File: src/rtl/poly_note_pkg.sv
// Shared tables and state encodings for the polyphonic note player.
// SINE is one full period (peak 32767); NOTE_STEP is the per-sample phase increment per note (A1=1, 48 kHz, 22-bit phase).
package poly_note_pkg;

    localparam int SINE_W      = 16;
    localparam int TBL_PHASE_W = 22;

    typedef enum logic {V_IDLE, V_PLAYING} voice_state_e;
    typedef enum logic [1:0] {MIX_IDLE, MIX_ACC, MIX_OUT} mix_state_e;

    localparam logic signed [SINE_W-1:0] SINE [0:63] = '{
        16'sd0,      16'sd3212,   16'sd6393,   16'sd9512,   16'sd12539,  16'sd15446,  16'sd18204,  16'sd20787,
        16'sd23170,  16'sd25329,  16'sd27245,  16'sd28898,  16'sd30273,  16'sd31356,  16'sd32137,  16'sd32609,
        16'sd32767,  16'sd32609,  16'sd32137,  16'sd31356,  16'sd30273,  16'sd28898,  16'sd27245,  16'sd25329,
        16'sd23170,  16'sd20787,  16'sd18204,  16'sd15446,  16'sd12539,  16'sd9512,   16'sd6393,   16'sd3212,
        16'sd0,     -16'sd3212,  -16'sd6393,  -16'sd9512,  -16'sd12539, -16'sd15446, -16'sd18204, -16'sd20787,
       -16'sd23170, -16'sd25329, -16'sd27245, -16'sd28898, -16'sd30273, -16'sd31356, -16'sd32137, -16'sd32609,
       -16'sd32767, -16'sd32609, -16'sd32137, -16'sd31356, -16'sd30273, -16'sd28898, -16'sd27245, -16'sd25329,
       -16'sd23170, -16'sd20787, -16'sd18204, -16'sd15446, -16'sd12539, -16'sd9512,  -16'sd6393,  -16'sd3212
    };

    localparam logic [TBL_PHASE_W-1:0] NOTE_STEP [0:63] = '{
        22'd0,
        22'd4806,   22'd5092,   22'd5395,   22'd5715,   22'd6055,   22'd6415,
        22'd6797,   22'd7201,   22'd7629,   22'd8083,   22'd8563,   22'd9072,
        22'd9612,   22'd10184,  22'd10789,  22'd11431,  22'd12110,  22'd12830,
        22'd13593,  22'd14402,  22'd15258,  22'd16165,  22'd17127,  22'd18145,
        22'd19224,  22'd20367,  22'd21578,  22'd22861,  22'd24221,  22'd25661,
        22'd27187,  22'd28803,  22'd30516,  22'd32331,  22'd34253,  22'd36290,
        22'd38448,  22'd40734,  22'd43156,  22'd45722,  22'd48441,  22'd51322,
        22'd54373,  22'd57607,  22'd61032,  22'd64661,  22'd68506,  22'd72580,
        22'd76896,  22'd81468,  22'd86312,  22'd91445,  22'd96882,  22'd102643,
        22'd108747, 22'd115213, 22'd122064, 22'd129322, 22'd137012, 22'd145159,
        22'd153791, 22'd162936, 22'd172625
    };

endpackage

File: src/rtl/poly_voice.sv
// One voice: duration countdown on beats, phase accumulator advanced by the mixer, sine contribution out.
// POLY_NOTE_DECAY_EN adds a 2-bit per-beat attenuation; a load always wins over an expiring beat.
module poly_voice
    import poly_note_pkg::*;
#(
    parameter int NOTE_W  = 6,
    parameter int DUR_W   = 6,
    parameter int PHASE_W = 22
) (
    input  logic                     clk,
    input  logic                     reset,
    input  logic                     play_enable_i,
    input  logic                     load_i,
    input  logic [NOTE_W-1:0]        note_i,
    input  logic [DUR_W-1:0]         dur_i,
    input  logic                     beat_i,
    input  logic                     adv_i,
    output logic signed [SINE_W-1:0] contrib_o,
    output logic                     active_o,
    output logic                     done_o
);

    voice_state_e             state_q;
    logic [DUR_W-1:0]         rem_q;
    logic [PHASE_W-1:0]       phase_q;
    logic [PHASE_W-1:0]       step_q;
    logic                     rest_q;
    logic                     done_q;
    logic signed [SINE_W-1:0] sine_w;
`ifdef POLY_NOTE_DECAY_EN
    logic [1:0]               att_q;
`endif

    always_ff @(posedge clk or negedge reset) begin
        if (!reset) begin
            state_q <= V_IDLE;
            rem_q   <= '0;
            phase_q <= '0;
            step_q  <= '0;
            rest_q  <= 1'b0;
            done_q  <= 1'b0;
`ifdef POLY_NOTE_DECAY_EN
            att_q   <= '0;
`endif
        end else begin
            done_q <= 1'b0;
            if (load_i) begin
                state_q <= V_PLAYING;
                rem_q   <= dur_i;
                phase_q <= '0;
                step_q  <= PHASE_W'(NOTE_STEP[note_i]);
                rest_q  <= (note_i == '0);
`ifdef POLY_NOTE_DECAY_EN
                att_q   <= '0;
`endif
            end else begin
                if (adv_i && state_q == V_PLAYING && !rest_q)
                    phase_q <= phase_q + step_q;
                if (beat_i && play_enable_i && state_q == V_PLAYING) begin
                    // a loaded duration of 0 behaves like 1: expires on the first beat
                    if (rem_q < DUR_W'(2)) begin
                        state_q <= V_IDLE;
                        done_q  <= 1'b1;
                    end else begin
                        rem_q <= rem_q - DUR_W'(1);
                    end
`ifdef POLY_NOTE_DECAY_EN
                    if (att_q != 2'd3)
                        att_q <= att_q + 2'd1;
`endif
                end
            end
        end
    end

    always_comb begin
        sine_w    = SINE[phase_q[PHASE_W-1 -: 6]];
        contrib_o = '0;
        if (state_q == V_PLAYING && !rest_q) begin
`ifdef POLY_NOTE_DECAY_EN
            contrib_o = sine_w >>> att_q;
`else
            contrib_o = sine_w;
`endif
        end
    end

    assign active_o = (state_q == V_PLAYING);
    assign done_o   = done_q;

endmodule

File: src/rtl/poly_note_player.sv
// Polyphonic player: VOICES poly_voice instances mixed one voice per clock into a saturated sample.
// sample_ready follows sampling_pulse by VOICES+1 clocks; pulses during a mix are dropped and set sticky overrun.
module poly_note_player
    import poly_note_pkg::*;
#(
    parameter int VOICES   = 3,
    parameter int NOTE_W   = 6,
    parameter int DUR_W    = 6,
    parameter int SAMPLE_W = 16,
    parameter int PHASE_W  = 22,
    localparam int SEL_W   = (VOICES > 1) ? $clog2(VOICES) : 1
) (
    input  logic                clk,
    input  logic                reset,
    input  logic                play_enable,
    input  logic                load_new_note,
    input  logic [SEL_W-1:0]    voice_sel,
    input  logic [NOTE_W-1:0]   note_to_load,
    input  logic [DUR_W-1:0]    duration_to_load,
    input  logic                beat,
    input  logic                sampling_pulse,
    output logic [VOICES-1:0]   note_done,
    output logic [VOICES-1:0]   voice_active,
    output logic [SAMPLE_W-1:0] sample,
    output logic                sample_ready,
    output logic                overrun
);

    localparam int NSLOT = 1 << SEL_W;
    localparam int ACC_W = SAMPLE_W + $clog2(VOICES) + 1;
    localparam logic [SAMPLE_W-1:0]     SAT_HI = {1'b0, {(SAMPLE_W-1){1'b1}}};
    localparam logic [SAMPLE_W-1:0]     SAT_LO = {1'b1, {(SAMPLE_W-1){1'b0}}};
    localparam logic signed [ACC_W-1:0] ACC_HI = {{(ACC_W-SAMPLE_W){1'b0}}, SAT_HI};
    localparam logic signed [ACC_W-1:0] ACC_LO = {{(ACC_W-SAMPLE_W){1'b1}}, SAT_LO};

    mix_state_e               mix_q;
    logic [SEL_W-1:0]         idx_q;
    logic signed [ACC_W-1:0]  acc_q;
    logic signed [ACC_W-1:0]  acc_d;
    logic [SAMPLE_W-1:0]      sat_d;
    logic [SAMPLE_W-1:0]      sample_q;
    logic                     ready_q;
    logic                     overrun_q;
    logic signed [SINE_W-1:0] contrib [NSLOT];

    // Slots beyond VOICES read as silence so the mixer can index with a full-width idx_q.
    for (genvar v = 0; v < NSLOT; v++) begin : g_voice
        if (v < VOICES) begin : g_on
            logic load_v;
            logic adv_v;
            assign load_v = load_new_note && (voice_sel == SEL_W'(v));
            assign adv_v  = (mix_q == MIX_ACC) && (idx_q == SEL_W'(v));
            poly_voice #(
                .NOTE_W  (NOTE_W),
                .DUR_W   (DUR_W),
                .PHASE_W (PHASE_W)
            ) u_voice (
                .clk           (clk),
                .reset         (reset),
                .play_enable_i (play_enable),
                .load_i        (load_v),
                .note_i        (note_to_load),
                .dur_i         (duration_to_load),
                .beat_i        (beat),
                .adv_i         (adv_v),
                .contrib_o     (contrib[v]),
                .active_o      (voice_active[v]),
                .done_o        (note_done[v])
            );
        end else begin : g_off
            assign contrib[v] = '0;
        end
    end

    always_comb begin
        acc_d = acc_q + ACC_W'(contrib[idx_q]);
        sat_d = acc_q[SAMPLE_W-1:0];
        if (acc_q > ACC_HI)
            sat_d = SAT_HI;
        else if (acc_q < ACC_LO)
            sat_d = SAT_LO;
    end

    always_ff @(posedge clk or negedge reset) begin
        if (!reset) begin
            mix_q     <= MIX_IDLE;
            idx_q     <= '0;
            acc_q     <= '0;
            sample_q  <= '0;
            ready_q   <= 1'b0;
            overrun_q <= 1'b0;
        end else begin
            ready_q <= 1'b0;
            case (mix_q)
                MIX_IDLE: begin
                    if (sampling_pulse && play_enable) begin
                        mix_q <= MIX_ACC;
                        idx_q <= '0;
                        acc_q <= '0;
                    end
                end
                MIX_ACC: begin
                    acc_q <= acc_d;
                    if (idx_q == SEL_W'(VOICES - 1))
                        mix_q <= MIX_OUT;
                    else
                        idx_q <= idx_q + SEL_W'(1);
                end
                MIX_OUT: begin
                    sample_q <= sat_d;
                    ready_q  <= 1'b1;
                    mix_q    <= MIX_IDLE;
                end
                default: mix_q <= MIX_IDLE;
            endcase
            if (sampling_pulse && play_enable && mix_q != MIX_IDLE)
                overrun_q <= 1'b1;
        end
    end

    assign sample       = sample_q;
    assign sample_ready = ready_q;
    assign overrun      = overrun_q;

endmodule

File: config.mk
export PLATFORM = sky130hd
export DESIGN_NAME = poly_note_player
export DESIGN_NICKNAME = d
export VERILOG_FILES = /design/src/rtl/poly_note_pkg.sv /design/src/rtl/poly_voice.sv /design/src/rtl/poly_note_player.sv
export SDC_FILE = /design/constraint.sdc
export NUM_CORES = 1
export LEC_CHECK = 0
export CAP_MARGIN = 20
export CELL_PAD_IN_SITES_DETAIL_PLACEMENT = 1
export CELL_PAD_IN_SITES_GLOBAL_PLACEMENT = 1
export CORE_MARGIN = 5
export CORE_UTILIZATION = 40
export DETAILED_ROUTE_END_ITERATION = 8
export GPL_ROUTABILITY_DRIVEN = 1
export PLACE_DENSITY = 0.72
export SETUP_SLACK_MARGIN = 0.05
export SYNTH_ARGS = -nofsm -noshare
export SYNTH_HDL_FRONTEND = slang
export SYNTH_SLANG_ARGS = --single-unit
File: constraint.sdc
create_clock -name clk -period 5 [get_ports clk]
set_clock_uncertainty 0.15 [all_clocks]
set_input_delay 1 -clock clk [delete_from_list [all_inputs] [get_ports clk]]
set_output_delay 1 -clock clk [all_outputs]
set_load 0.03 [all_outputs]
==> report_table.html <==
<table>
<tr><th>Metric</th><th>Value</th></tr>
<tr><th colspan="2">Status</th></tr>
<tr><td>Run status</td><td>finished, final reports clean</td></tr>
<tr><th colspan="2">Placement</th></tr>
<tr><td>Final HPWL DP</td><td>44000 µm</td></tr>
<tr><td>Final GP Congestion</td><td>0.953</td></tr>
<tr><td>IO buf count</td><td>43</td></tr>
<tr><th colspan="2">Worst setup path</th></tr>
<tr><td>Crit path kind</td><td>reg -&gt; reg</td></tr>
<tr><td>Kind of cell with the highest combined delay on the critical path</td><td>compound AO/OA/AOI/OAI gates</td></tr>
<tr><td>Nature of the critical path endpoint</td><td>register</td></tr>
<tr><td>Cell Chain, Critical Path</td><td>buf_4 -&gt; ha_1 -&gt; nand2_1 -&gt; a21boi_0 -&gt; mux4_2 -&gt; nand2_1 -&gt; o21ai_0 -&gt; a32oi_1 -&gt; o22ai_1 -&gt; ha_1 -&gt; o21a_1 -&gt; o21ai_0 -&gt; a31oi_1 -&gt; o211ai_1 -&gt; nand2_1 -&gt; o41ai_1 -&gt; xor2_1 -&gt; o21ai_1</td></tr>
<tr><td>Critical Path Start Type</td><td>register</td></tr>
<tr><td>Worst path max stage delay</td><td>510 ps</td></tr>
<tr><td>Arrival time reported for the critical path endpoint</td><td>4840 ps</td></tr>
<tr><td>Top cell by count, worst path</td><td>sky130_fd_sc_hd__nand2_1</td></tr>
<tr><td>Crit path buffers/inverters</td><td>1</td></tr>
<tr><td>Worst Reg2Reg Path Length in Cells</td><td>18</td></tr>
<tr><td>Maximum fanout count along the critical path</td><td>15</td></tr>
<tr><td>Library cell contributing the largest single delay on the critical path</td><td>sky130_fd_sc_hd__mux4_2</td></tr>
<tr><td>WP depth</td><td>18</td></tr>
<tr><td>Register-to-Register Setup Slack</td><td>between 300 and 400 ps</td></tr>
<tr><td>Required arrival time at the worst endpoint</td><td>5200 ps</td></tr>
<tr><th colspan="2">CTS</th></tr>
<tr><td>CTS Sinks</td><td>roughly 190</td></tr>
<tr><td>Htree depth</td><td>4</td></tr>
<tr><td>Max clock buf depth</td><td>2</td></tr>
<tr><td>Source-to-sink clock delay at the later pin of the worst-skew pair</td><td>roughly 500 ps</td></tr>
<tr><td>Clock-pin slew reported for the worst setup and hold paths after clock tree synthesis</td><td>about 80 ps</td></tr>
<tr><td>Number of hold buffers added after CTS</td><td>0</td></tr>
<tr><td>CTS Buf Count</td><td>17</td></tr>
<tr><td>Post CTS Setup Buffer Count</td><td>0</td></tr>
<tr><td>Buffer type at the clock tree root</td><td>sky130_fd_sc_hd__clkbuf_16</td></tr>
<tr><td>Number of gates resized after cts</td><td>0</td></tr>
<tr><td>Clock tree from TritonCTS</td><td>yes</td></tr>
<tr><th colspan="2">Yosys</th></tr>
<tr><td>Post-Synthesis Net Count</td><td>between 2000 and 3000</td></tr>
<tr><td>Avg Inst Size Synth</td><td>between 7 and 8 µm²</td></tr>
<tr><td>Asr flop ratio synth</td><td>100%</td></tr>
<tr><td>Register area share after synthesis</td><td>between 20% and 30%</td></tr>
<tr><td>Yosys warning count</td><td>0</td></tr>
<tr><td>Number of storage elements in the synthesis netlist</td><td>188</td></tr>
<tr><td>Post-synth EDFFs</td><td>0</td></tr>
<tr><td>Post-synth top flop</td><td>sky130_fd_sc_hd__dfrtp_1</td></tr>
<tr><td>Count of distinct cell types in the synthesized netlist</td><td>95</td></tr>
<tr><td>Synth Instances</td><td>2367</td></tr>
<tr><td>Netlist Area Pre-Place</td><td>17400 µm²</td></tr>
<tr><th colspan="2">Die</th></tr>
<tr><td>Die area</td><td>between 40000 and 50000 µm²</td></tr>
<tr><td>Initial Utilization</td><td>40.4%</td></tr>
<tr><td>I/O pin total</td><td>44</td></tr>
<tr><td>Core area</td><td>43000 µm²</td></tr>
<tr><td>Row count</td><td>76</td></tr>
<tr><td>Die Span Y</td><td>218 µm</td></tr>
<tr><td>DIE WIDTH</td><td>218 µm</td></tr>
<tr><th colspan="2">Finish</th></tr>
<tr><td>Number of nets in the finished design</td><td>2430</td></tr>
<tr><td>Area growth syn-to-layout</td><td>8.38%</td></tr>
<tr><td>Proportion of layout cells with a drive suffix above 1</td><td>roughly 6.2%</td></tr>
<tr><td>Count of antenna diodes in the layout</td><td>0</td></tr>
<tr><th colspan="2">Worst hold path</th></tr>
<tr><td>Hold Crit Depth</td><td>2</td></tr>
<tr><td>Worst hold path class</td><td>reg -&gt; reg</td></tr>
<tr><th colspan="2">Detailed routing</th></tr>
<tr><td>WL/cell</td><td>between 20 and 25 µm</td></tr>
<tr><td>Mean number of vias per cell</td><td>approximately 6.0</td></tr>
<tr><td>Number of DRC violations after detailed-routing iteration 0</td><td>1417</td></tr>
<tr><td>Total wire length</td><td>60000 µm</td></tr>
<tr><td>Number of vias after detailed routing</td><td>17500</td></tr>
<tr><td>Total DRC errors in the routed layout</td><td>0</td></tr>
<tr><td>DR pass1 iterations</td><td>5</td></tr>
<tr><td>Final antenna-violating net count</td><td>0</td></tr>
<tr><th colspan="2">Global routing</th></tr>
<tr><td>Met2 track demand over resource in global routing</td><td>41.8%</td></tr>
<tr><td>Number of antenna violations at the first check in global routing</td><td>0</td></tr>
<tr><td>Total congestion overflow after global routing</td><td>0</td></tr>
<tr><td>Most crowded layer after global routing</td><td>met2</td></tr>
<tr><td>Maximum number of pins on one net before global-route repair</td><td>87</td></tr>
<tr><td>Wire length of the first global-routing pass</td><td>97600 µm</td></tr>
<tr><td>Overall track demand over capacity in global routing</td><td>25.3%</td></tr>
<tr><td>Met1 Usage GRT</td><td>approximately 34%</td></tr>
<tr><td>Via count of the first global-routing pass</td><td>17600</td></tr>
<tr><td>Global-route track usage on met3</td><td>4.27%</td></tr>
<tr><th colspan="2">Job</th></tr>
<tr><td>Maximum capacitance violations</td><td>0</td></tr>
<tr><th colspan="2">Timing</th></tr>
<tr><td>Sum of negative setup slack</td><td>0 ps</td></tr>
<tr><td>Hold Violations, Final</td><td>0</td></tr>
<tr><td>Worst relative slew slack</td><td>26.3%</td></tr>
<tr><td>Part of the cycle the worst path needs</td><td>between 90 and 100%</td></tr>
<tr><td>Final period demand of the worst path</td><td>between 4000 and 5000 ps</td></tr>
<tr><td>Final hold slack</td><td>315 ps</td></tr>
<tr><td>Worst-Margin Slew</td><td>1100 ps</td></tr>
<tr><td>Setup repair after global routing missed its margin</td><td>no</td></tr>
<tr><td>Slew Viols, Final</td><td>0</td></tr>
<tr><td>Setup Viol. Count Final</td><td>0</td></tr>
<tr><td>F_max</td><td>0.216 GHz</td></tr>
<tr><th colspan="2">Pwr</th></tr>
<tr><td>Reported leakage power</td><td>0.00796 µW</td></tr>
<tr><td>Power per standard cell area</td><td>between 400 and 500 nW/µm²</td></tr>
<tr><td>Worst IR Drop VDD</td><td>between 0.2 and 0.3 mV</td></tr>
</table>
## layer usage
layer	share of wire (%)	wire length, µm
met1	45	27300
met2	47	28500
met3	4.1	2480
met4	3.0	1790
met5	0	0
## final timing paths
kind / from / endpoint
setup / recovery: g_voice[0].g_on.u_voice.phase_q[17] / acc_q[16]
hold / removal: sample[9] / sample[9]
setup reg to reg: g_voice[0].g_on.u_voice.phase_q[17] / acc_q[16]
hold reg to reg: sample[9] / sample[9]
max in group asynchronous: reset / g_voice[2].g_on.u_voice.step_q[12]
min in group asynchronous: reset / g_voice[1].g_on.u_voice.step_q[1]
## power breakdown
| group | switching (µW) | internal (µW) |
|---|---|---|
| combinational | 3290 | 1990 |
| sequential | 388 | 1980 |
| clock | 727 | 678 |
| total | 4400 | 4650 |
## per-stage QoR
stage	area (µm²)	setup WS, ps	power (µW)	std cells	utilization (%)
global placement	18200	558	7420	2860	42.4
global route	18800	91.8	9810	2893	43.8
CTS	18800	452	9080	2892	43.7
finish	18800	363	9060	2893	43.8
floorplan	17400	593	6070	2367	-
detailed placement	18200	495	7630	2860	42.4
## cell usage after synthesis (all sizes together), types with 33 or more instances
cell type / n / area share [%]
a211oi: 44 / 2.0
a21o: 33 / 1.4
a21oi: 240 / 6.9
a31oi: 37 / 1.4
buf: 60 / 1.7
clkbuf: 133 / 3.1
dfrtp: 188 / 27
ha: 111 / 8.0
inv: 68 / 1.5
nand2: 371 / 8.0
nand3: 50 / 1.4
nor2: 210 / 4.5
nor3: 50 / 1.4
o211ai: 33 / 1.4
o21ai: 304 / 8.9
xnor2: 53 / 2.7
## cell families after synthesis
kind of cell | after synthesis | synth area share (%)
adder cells (fa/ha/maj) | 115 | 8.46
AO/OA/AOI/OAI | 864 | 30.7
buffers and inverters | 261 | 6.23
multiplexers | 26 | 2.23
AND/OR/NAND/NOR | 835 | 21.4
flip-flops | 188 | 27.1
XOR/XNOR | 78 | 3.94
## final cells by class
type / instances / area [µm²]
Clock inverter: 14 / 150
Multi-Input combinational cell: 1918 / 11600
Timing Repair Buffer: 102 / 950
Inverter: 68 / 255
Fill cell: 5376 / 24200
Tap cell: 585 / 732
Sequential cell: 188 / 4710
Clock buffer: 18 / 439
## flip-flops by register name, summed over array words and instances, names as in the netlist
signal and flops:
g_voice.g_on.u_voice.active_o 3, idx_q 2, sample_ready 1, g_voice.g_on.u_voice.rest_q 3, overrun 1, g_voice.g_on.u_voice.step_q 54
g_voice.g_on.u_voice.phase_q 66, sample 16, acc_q 19, g_voice.g_on.u_voice.done_o 3, mix_q 2, g_voice.g_on.u_voice.rem_q 18
## cell usage in the layout (no fill, tap or decap), types with 50 or more instances in the layout
master,n
sky130_fd_sc_hd__a21oi_1,240
sky130_fd_sc_hd__buf_4,52
sky130_fd_sc_hd__dfrtp_1,184
sky130_fd_sc_hd__ha_1,111
sky130_fd_sc_hd__inv_1,66
sky130_fd_sc_hd__nand2_1,371
sky130_fd_sc_hd__nand3_1,50
sky130_fd_sc_hd__nor2_1,210
sky130_fd_sc_hd__nor3_1,50
sky130_fd_sc_hd__o21ai_0,276
sky130_fd_sc_hd__xnor2_1,53
## worst min-delay path, stage by stage, from the launching register on
cell and delay, ps:
sky130_fd_sc_hd__dfrtp_1 340, sky130_fd_sc_hd__nand2_1 50, sky130_fd_sc_hd__nand2_1 40
(Power assumes the default switching activity.)
